<file path="config.mk">
export PLATFORM = sky130hd
export DESIGN_NAME = seq_carry_skip_adder
export DESIGN_NICKNAME = d
export VERILOG_FILES = /design/src/rtl/seq_carry_skip_adder_pkg.sv /design/src/rtl/seq_carry_skip_adder_csa_group_slice.sv /design/src/rtl/seq_carry_skip_adder.sv
export SDC_FILE = /design/constraint.sdc
export NUM_CORES = 1
export LEC_CHECK = 0
export CORE_ASPECT_RATIO = 0.9
export CORE_UTILIZATION = 54
export DETAILED_ROUTE_END_ITERATION = 16
export PLACE_DENSITY = 0.85
export SLEW_MARGIN = 10
export SYNTH_ARGS = -nofsm -noshare
export SYNTH_HDL_FRONTEND = slang
export SYNTH_SLANG_ARGS = --single-unit
</file>
<file path="constraint.sdc">
create_clock -name clk -period 7.65 [get_ports clk]
set_input_delay 1.1475 -clock clk [delete_from_list [all_inputs] [get_ports clk]]
set_output_delay 1.1475 -clock clk [all_outputs]
set_load 0.005 [all_outputs]
</file>
<file path="src/rtl/seq_carry_skip_adder_pkg.sv">
// Shared types and sizing helpers for the sequential carry-skip adder.
package seq_carry_skip_adder_pkg;

  localparam int DEF_WIDTH = 16;
  localparam int DEF_GROUP = 4;
  localparam int NG        = DEF_WIDTH / DEF_GROUP;

  typedef enum logic [1:0] {
    IDLE = 2'd0,
    RUN  = 2'd1,
    DONE = 2'd2
  } state_e;

  // A one-group adder still needs a 1-bit index register.
  function automatic int calc_idx_w(input int ng);
    return (ng > 1) ? $clog2(ng) : 1;
  endfunction

  localparam int IDX_W = calc_idx_w(NG);

endpackage

</file>
<file path="src/rtl/seq_carry_skip_adder_csa_group_slice.sv">
// One carry-skip block: a ripple chain of full-adder cells plus the group
// propagate that lets the caller bypass the chain for the block carry-out.
module csa_fa (
  input  logic i_a,
  input  logic i_b,
  input  logic i_cin,
  output logic o_sum,
  output logic o_cout,
  output logic o_propagate
);
  assign o_propagate = i_a ^ i_b;
  assign o_sum       = o_propagate ^ i_cin;
  assign o_cout      = (i_a & i_b) | (o_propagate & i_cin);
endmodule

module csa_group_slice
  import seq_carry_skip_adder_pkg::*;
#(
  parameter int GROUP = DEF_GROUP
) (
  input  logic [GROUP-1:0] i_a,
  input  logic [GROUP-1:0] i_b,
  input  logic             i_cin,
  output logic [GROUP-1:0] o_sum,
  output logic             o_cout_ripple,
  output logic             o_carry_msb,
  output logic             o_propagate
);
  logic [GROUP:0]   w_carry;
  logic [GROUP-1:0] w_prop;

  assign w_carry[0] = i_cin;

  for (genvar gi = 0; gi < GROUP; gi++) begin : g_fa
    csa_fa u_fa (
      .i_a        (i_a[gi]),
      .i_b        (i_b[gi]),
      .i_cin      (w_carry[gi]),
      .o_sum      (o_sum[gi]),
      .o_cout     (w_carry[gi+1]),
      .o_propagate(w_prop[gi])
    );
  end

  assign o_cout_ripple = w_carry[GROUP];
  // Carry into the top bit of the block; only meaningful for the last group.
  assign o_carry_msb   = w_carry[GROUP-1];
  assign o_propagate   = &w_prop;
endmodule

</file>
<file path="src/rtl/seq_carry_skip_adder.sv">
// Multi-cycle carry-skip adder: one GROUP-bit block per clock, low group first,
// with valid/ready handshakes on the operand and result sides.
module seq_carry_skip_adder
  import seq_carry_skip_adder_pkg::*;
#(
  parameter int WIDTH = DEF_WIDTH,
  parameter int GROUP = DEF_GROUP
) (
  input  logic                     clk,
  input  logic                     rst_n,
  input  logic                     in_valid,
  output logic                     in_ready,
  input  logic [WIDTH-1:0]         a,
  input  logic [WIDTH-1:0]         b,
  input  logic                     cin,
  output logic                     out_valid,
  input  logic                     out_ready,
  output logic [WIDTH-1:0]         sum,
  output logic                     cout,
  output logic                     ovf,
  output logic [WIDTH/GROUP-1:0]   skip_flags
);
  localparam int NUM_GROUPS = WIDTH / GROUP;
  localparam int IDX_BITS   = calc_idx_w(NUM_GROUPS);

  if ((WIDTH % GROUP) != 0) begin : g_bad_group
    $error("WIDTH must be a multiple of GROUP");
  end

  state_e                  r_state;
  state_e                  w_state_next;
  logic [WIDTH-1:0]        r_a;
  logic [WIDTH-1:0]        r_b;
  logic                    r_carry;
  logic [IDX_BITS-1:0]     r_idx;
  logic [WIDTH-1:0]        r_sum;
  logic                    r_cout;
  logic                    r_ovf;
  logic [NUM_GROUPS-1:0]   r_skip;

  logic [GROUP-1:0]        w_grp_a;
  logic [GROUP-1:0]        w_grp_b;
  logic [GROUP-1:0]        w_grp_sum;
  logic                    w_ripple_cout;
  logic                    w_carry_msb;
  logic                    w_prop;
  logic                    w_grp_cout;
  logic                    w_last;

  assign w_grp_a    = r_a[r_idx*GROUP +: GROUP];
  assign w_grp_b    = r_b[r_idx*GROUP +: GROUP];
  assign w_last     = (r_idx == IDX_BITS'(NUM_GROUPS - 1));
  // Skip multiplexer: a fully propagating block passes its carry-in straight through.
  assign w_grp_cout = w_prop ? r_carry : w_ripple_cout;

  csa_group_slice #(
    .GROUP(GROUP)
  ) u_slice (
    .i_a          (w_grp_a),
    .i_b          (w_grp_b),
    .i_cin        (r_carry),
    .o_sum        (w_grp_sum),
    .o_cout_ripple(w_ripple_cout),
    .o_carry_msb  (w_carry_msb),
    .o_propagate  (w_prop)
  );

  always_ff @(posedge clk or negedge rst_n) begin
    if (!rst_n) begin
      r_state <= IDLE;
    end else begin
      r_state <= w_state_next;
    end
  end

  always_comb begin
    w_state_next = r_state;
    in_ready     = 1'b0;
    out_valid    = 1'b0;
    case (r_state)
      IDLE: begin
        in_ready = 1'b1;
        if (in_valid) w_state_next = RUN;
      end
      RUN: begin
        if (w_last) w_state_next = DONE;
      end
      DONE: begin
        out_valid = 1'b1;
        if (out_ready) w_state_next = IDLE;
      end
      default: w_state_next = IDLE;
    endcase
  end

  always_ff @(posedge clk or negedge rst_n) begin
    if (!rst_n) begin
      r_a     <= '0;
      r_b     <= '0;
      r_carry <= 1'b0;
      r_idx   <= '0;
      r_sum   <= '0;
      r_cout  <= 1'b0;
      r_ovf   <= 1'b0;
      r_skip  <= '0;
    end else begin
      case (r_state)
        IDLE: begin
          if (in_valid) begin
            r_a     <= a;
            r_b     <= b;
            r_carry <= cin;
            r_idx   <= '0;
            r_skip  <= '0;
          end
        end
        RUN: begin
          r_sum[r_idx*GROUP +: GROUP] <= w_grp_sum;
          r_skip[r_idx]               <= w_prop;
          r_carry                     <= w_grp_cout;
          if (w_last) begin
            r_cout <= w_grp_cout;
            r_ovf  <= w_carry_msb ^ w_grp_cout;
          end else begin
            r_idx <= r_idx + 1'b1;
          end
        end
        default: ;
      endcase
    end
  end

  assign sum        = r_sum;
  assign cout       = r_cout;
  assign ovf        = r_ovf;
  assign skip_flags = r_skip;

endmodule

</file>
After elaboration in Yosys (flattened, before gate mapping)
Index checks and enable logic that the tools add are counted.
{"block": "totals", "output_inout_bits": 24, "elab_cells": 72, "regBits": 59}
{"block": "classes", "bitwise": 21, "mux": 18, "n_shift": 4, "reduce_logical": 9, "magnitude_cmp": 2, "addsub": 2, "n_eq_ne": 7}
{"cell": "negator 4 -> 34 bit", "n": 1}
{"cell": "variable shift 4 x 34 -> 16 bit, first input constant", "n": 1}
{"cell": "indexed part select 4 x 34 -> 16 bit", "n": 1}
{"cell": "indexed part select 16 x 5 -> 4 bit", "n": 2}
{"cell": "bitwise mux 16 bit", "n": 1}
{"cell": "two-way mux 2 bit", "n": 5}
{"cell": "bitwise XOR 1 bit", "n": 9}
{"cell": "bitwise AND 1 bit", "n": 8}
{"cell": "!= test 2 bit, second input constant", "n": 4}
{"cell": "one-hot mux 4 bit (2 select lines)", "n": 1}
{"cell": "one-hot mux 2 bit (3 select lines)", "n": 1}
{"cell": "AND reduction 2 bit", "n": 3}
{"cell": "AND reduction 3 bit", "n": 2}
{"cell": "two-way mux 1 bit", "n": 5}
{"cell": "bitwise mux 4 bit", "n": 1}
{"cell": "== test 2 bit, second input constant", "n": 2}
{"cell": "two-way mux 4 bit", "n": 1}
{"cell": "OR 1 bit", "n": 4}
{"cell": "one-hot mux 2 bit (2 select lines)", "n": 1}
{"cell": "AND reduction 4 bit", "n": 1}
{"cell": "less-than comparator 2 x 3 -> 1 bit, second input constant", "n": 1}
{"cell": "adder 2 x 1 -> 2 bit, second input constant", "n": 1}
{"cell": "demux 1 bit (select 2 bit)", "n": 1}
{"cell": "== test 2 x 1 -> 1 bit, second input constant", "n": 1}
{"cell": "5 further kinds", "n": 5}

Logic depth before layout (Yosys ltp)
{"block": "logic_depth", "ltp_word": 12, "depth_mapped": 11}

By module
A second synthesis with hierarchy kept.
{"block": "hier_totals", "cells_unflattened": 268, "hier_area_um2": 2795.2}
{"module": "seq_carry_skip_adder", "instances": 1, "cells_per_inst": 259, "area_per_inst_um2": 2656.3, "seq_area_each_um2": 1476.4}
{"module": "csa_fa", "instances": 4, "cells_per_inst": 2, "area_per_inst_um2": 32.5, "seq_area_each_um2": 0.0}
{"module": "csa_group_slice", "instances": 1, "cells_per_inst": 1, "area_per_inst_um2": 8.8, "seq_area_each_um2": 0.0}

Worst setup path before layout
Ideal clock, no wire load.
{"block": "synth_path", "path_type": "reg-to-reg", "startpoint": "register r_idx[0]", "endpoint": "register r_ovf, in the netlist ovf", "stages_incl_launch_ff": 12, "slack_ps": 4656, "required_time_ps": 7521, "path_buffers": 1, "t_arrival_ps": 2865, "period_less_slack_ps": 2994, "setup_ps": 129, "path_cell_list": "dfrtp_1 buf_4 mux4_2 fa_1 inv_1 fa_1 fa_1 inv_1 fa_1 mux2i_1 xnor2_1 o21ai_0"}
{"block": "synth_via", "elab_chain_len": 12, "word_cells_on_any_way": 23, "classes_between": "1 x eq/ne; 2 x shift; 1 x mux; 17 x bitwise; 2 x reduce/logical"}
{"item": "start: declaration", "line": "seq_carry_skip_adder.sv:35", "text": "logic [IDX_BITS-1:0] r_idx;"}
{"item": "start signal: assignment", "line": "seq_carry_skip_adder.sv:125", "text": "r_idx <= r_idx + 1'b1;"}
{"item": "indexed part select 16 x 5 -> 4 bit (on tied branches)", "line": "seq_carry_skip_adder.sv:50, seq_carry_skip_adder.sv:51"}
{"item": "bitwise XOR 1 bit", "line": "seq_carry_skip_adder_csa_group_slice.sv:11", "text": "assign o_propagate = i_a ^ i_b;"}
{"item": "bitwise AND 1 bit", "line": "seq_carry_skip_adder_csa_group_slice.sv:13", "text": "assign o_cout = (i_a & i_b) | (o_propagate & i_cin);"}
{"item": "OR 1 bit", "line": "seq_carry_skip_adder_csa_group_slice.sv:13"}
{"item": "bitwise AND 1 bit", "line": "seq_carry_skip_adder_csa_group_slice.sv:13"}
{"item": "OR 1 bit", "line": "seq_carry_skip_adder_csa_group_slice.sv:13"}
{"item": "bitwise AND 1 bit", "line": "seq_carry_skip_adder_csa_group_slice.sv:13"}
{"item": "OR 1 bit", "line": "seq_carry_skip_adder_csa_group_slice.sv:13"}
{"item": "bitwise AND 1 bit", "line": "seq_carry_skip_adder_csa_group_slice.sv:13"}
{"item": "OR 1 bit", "line": "seq_carry_skip_adder_csa_group_slice.sv:13"}
{"item": "two-way mux 1 bit", "line": "seq_carry_skip_adder.sv:54", "text": "assign w_grp_cout = w_prop ? r_carry : w_ripple_cout;"}
{"item": "bitwise XOR 1 bit", "line": "seq_carry_skip_adder.sv:123", "text": "r_ovf <= w_carry_msb ^ w_grp_cout;"}
{"item": "end signal: assignment", "line": "seq_carry_skip_adder.sv:123"}
{"item": "end: declaration", "line": "seq_carry_skip_adder.sv:38", "text": "logic r_ovf;"}
Several ways; a longest one is shown, not always the timed one.
A chain may end at the register's enable or synchronous reset.

Worst setup path after layout
Same ends and word-level chain as after synthesis.

==> results.ini <==
[power]
pwr-share-seq_pct = 33.7
power_density_nw_per_um2 = 452.2
switching_power_w = 0.0006454
finalPower_w = 0.001647
combPwrFrac_pct = 46.7
clock_power_share_pct = 19.6
ir_drop_v = 0.0002054
power_leakage_nw = 1.757
switching_share_pct = 39.18
power.internal_w = 0.001002

[global_routing]
grt_antenna_before_repair = 0
grt_pass1_wl_mm = 9.646
globalRouteTotalUtil_pct = 23.54
grt_max_degree = 60
gr-total-overflow = 0
grt_pass1_vias = 2143

[finish]
final_core_util_pct = 74.41
final_cells = 406
layout-drive-gt1-share_pct = 9.677
n_fill_cell = 362
diodes = 0
num-nets-final = 387
synthToLayoutAreaGrowth_pct = 31.30

[status]
status = completed

[logic_synthesis]
syn_area_per_cell_um2 = 10.16
synth_seq_cells = 59
yosysTopAreaCellShare_pct = 53.23
syn-instance-count = 273
synth_warnings = 0
yosys-top-cells-area = dfrtp_1 (53%), nand2_1 (16%), mux4_2 (6.5%)
yosys.area_share.simple_pct = 21.34
ys_types = 28
synth_fp_nets = 324
synth-seq-area-share_pct = 53.23
synth_top_family_by_area = simple AND/OR/NAND/NOR gates
synth_adder_area_share_pct = 7.397
yosys.area_share.xor_xnor_pct = 0.3157
synth_area_um2 = 2774
muxShareOfSynthArea_pct = 7.668
synth_compound_area_share_pct = 6.631
yosysTopAreaCell = dfrtp_1

[setup_path]
crit_fanout = 16
worstPathRequired_ns = 7.86
path_class = reg -> reg
r2r_cells = 10
start_kind = flop
crit_path_end_kind = flop
arrival_ns = 3.61

[placement]
gp_congestion = 0.7950
dp_hpwl_mm = 3.955
dpl.cell_count = 390
dp_slack_ns = 4.251
port-buffer-count = 60

[drt]
first_pass_iters = 4
viasPerCell = 5.177
antenna_left = 0
drt_iter0_markers = 123
drc = 0
avgRoutedWirePerCell_um = 13.84
routed-via-count = 2102
totalWireLength_mm = 5.619

[floorplan]
die_area_um2 = 5428
die_w_um = 77.55
boundaryPins = 61
coreArea_um2 = 4895
rows = 24
die_h_um = 70.00
initial_core_util_pct = 56.67

[hold_path]
holdPathStages = 2
hold_class = reg -> reg

[clocking]
clock-sinks = 59
cts_buffers = 9
cts_buffer_depth = 2
clk_pin_slew_ns = 0.07
htree_num_levels = 3
clkLatencyLatePin_ns = 0.34
cts_hold_buf = 0
cts-root-buf = clkbuf_8
ctsResizeCount = 0
tritoncts = done
post_cts_buffers = 0

[sta]
fin_crit_sh_pct = 44.48
worstMarginPinSlew_ns = 1.088
setup_ws_ns = 4.247
fmax_ghz = 0.2939
slew_viol_final = 0
final.min_clock_period_ns = 3.403
fin_tns_setup_ns = 0
hold_violations = 0
skew_ns = 0.007682
rsz0062_at_grt = false
setup_viol = 0
slew_headroom_pct = 27.30

[run]
drv_cap = 0

[layout make-up]
class / count / area (um2) / area share [%]
tap: 65 / 81.33 / 2.233
clock inverter: 4 / 72.57 / 1.992
timing repair buffer: 62 / 610.6 / 16.76
multi-input combinational: 194 / 1209 / 33.18
clock buffer: 12 / 155.1 / 4.260
inverter: 10 / 37.54 / 1.031
sequential: 59 / 1476 / 40.54
[registers in the layout (all words and copies together), names as in the netlist]
register / cells
cout: 1
ovf: 1
r_a: 16
r_b: 16
r_carry: 1
r_idx: 2
r_state: 2
skip_flags: 4
sum: 16
[worst max-delay path: stages (launching register included)]
cell and delay (ns):
dfrtp_1 0.80, mux4_2 0.63, fa_1 0.39, inv_1 0.07, fa_1 0.21, fa_1 0.21
inv_1 0.07, fa_1 0.38, mux2i_1 0.24, xnor2_1 0.16, o21ai_0 0.09
[Yosys cell counts]
master,instances
o21ai_0,9
a22o_1,2
o41ai_1,6
a21oi_1,1
nand2_4,3
or2b_1,1
buf_6,1
inv_1,10
xnor2_1,1
o31ai_1,6
buf_2,7
a32o_1,1
mux2i_1,1
mux4_2,8
nand2b_1,4
nor2_1,6
nor2b_2,1
fa_1,4
mux2_2,2
dfrtp_1,59
buf_4,1
nand2_1,121
nor3b_2,1
a32oi_1,1
nand3_1,3
nand4_1,2
ha_1,10
clkbuf_1,1
[cell usage in the layout, fill, tap and decap left out, types with 2 or more instances in the layout]
| master | count |
|---|---|
| a22o_1 | 2 |
| buf_4 | 2 |
| bufinv_16 | 2 |
| clkbuf_8 | 11 |
| clkdlybuf4s50_1 | 59 |
| dfrtp_1 | 59 |
| fa_1 | 4 |
| ha_1 | 10 |
| inv_1 | 10 |
| mux2_2 | 2 |
| mux4_2 | 8 |
| nand2_1 | 121 |
| nand2_4 | 3 |
| nand2b_1 | 4 |
| nand3_1 | 3 |
| nand4_1 | 2 |
| nor2_1 | 6 |
| o21ai_0 | 9 |
| o31ai_1 | 6 |
| o41ai_1 | 6 |
[per-stage QoR]
step | hold slack [ns] | cell area [um2]
after floorplan | 0.4403 | 2774
after global placement | 0.4543 | 3415
after detailed placement | 0.4607 | 3415
after CTS | 0.4768 | 3642
after global routing | 0.5034 | 3642
final | 0.4705 | 3642
[metal layers]
layer	share of wire [%]	track usage [%]	vias to the layer above
li1	-	-	1021
met1	43	29.03	1001
met2	50	39.92	68
met3	4.5	4.052	12
met4	2.0	11.95	0
met5	0	0	-
[power groups by stage]
stage / sequential (W) / combinational [W] / clock, W
finish: 0.000555 / 0.000769 / 0.000323
global route: 0.000573 / 0.000867 / 0.000338
CTS: 0.000556 / 0.000777 / 0.000326
detailed placement: 0.000562 / 0.000768 / 0
global placement: 0.000553 / 0.000737 / 0
floorplan: 0.000519 / 0.000538 / 0
[cell families after synthesis]
kind of cell / Yosys count
xor+xnor: 1
mux: 11
fa+ha+maj: 14
simple gates: 142
compound gates: 26
flops: 59
buf+inv: 20
[worst paths after layout]
path	from	to	slack [ns]
setup / recovery	r_idx[0]	ovf	4.25
hold / removal	sum[10]	sum[10]	0.47
setup reg to reg	r_idx[0]	ovf	4.25
hold reg to reg	sum[10]	sum[10]	0.47
max in group asynchronous	rst_n	r_a[8]	6.21
min in group asynchronous	rst_n	sum[4]	0.95
No activity file was read; power rests on OpenSTA's default activity.
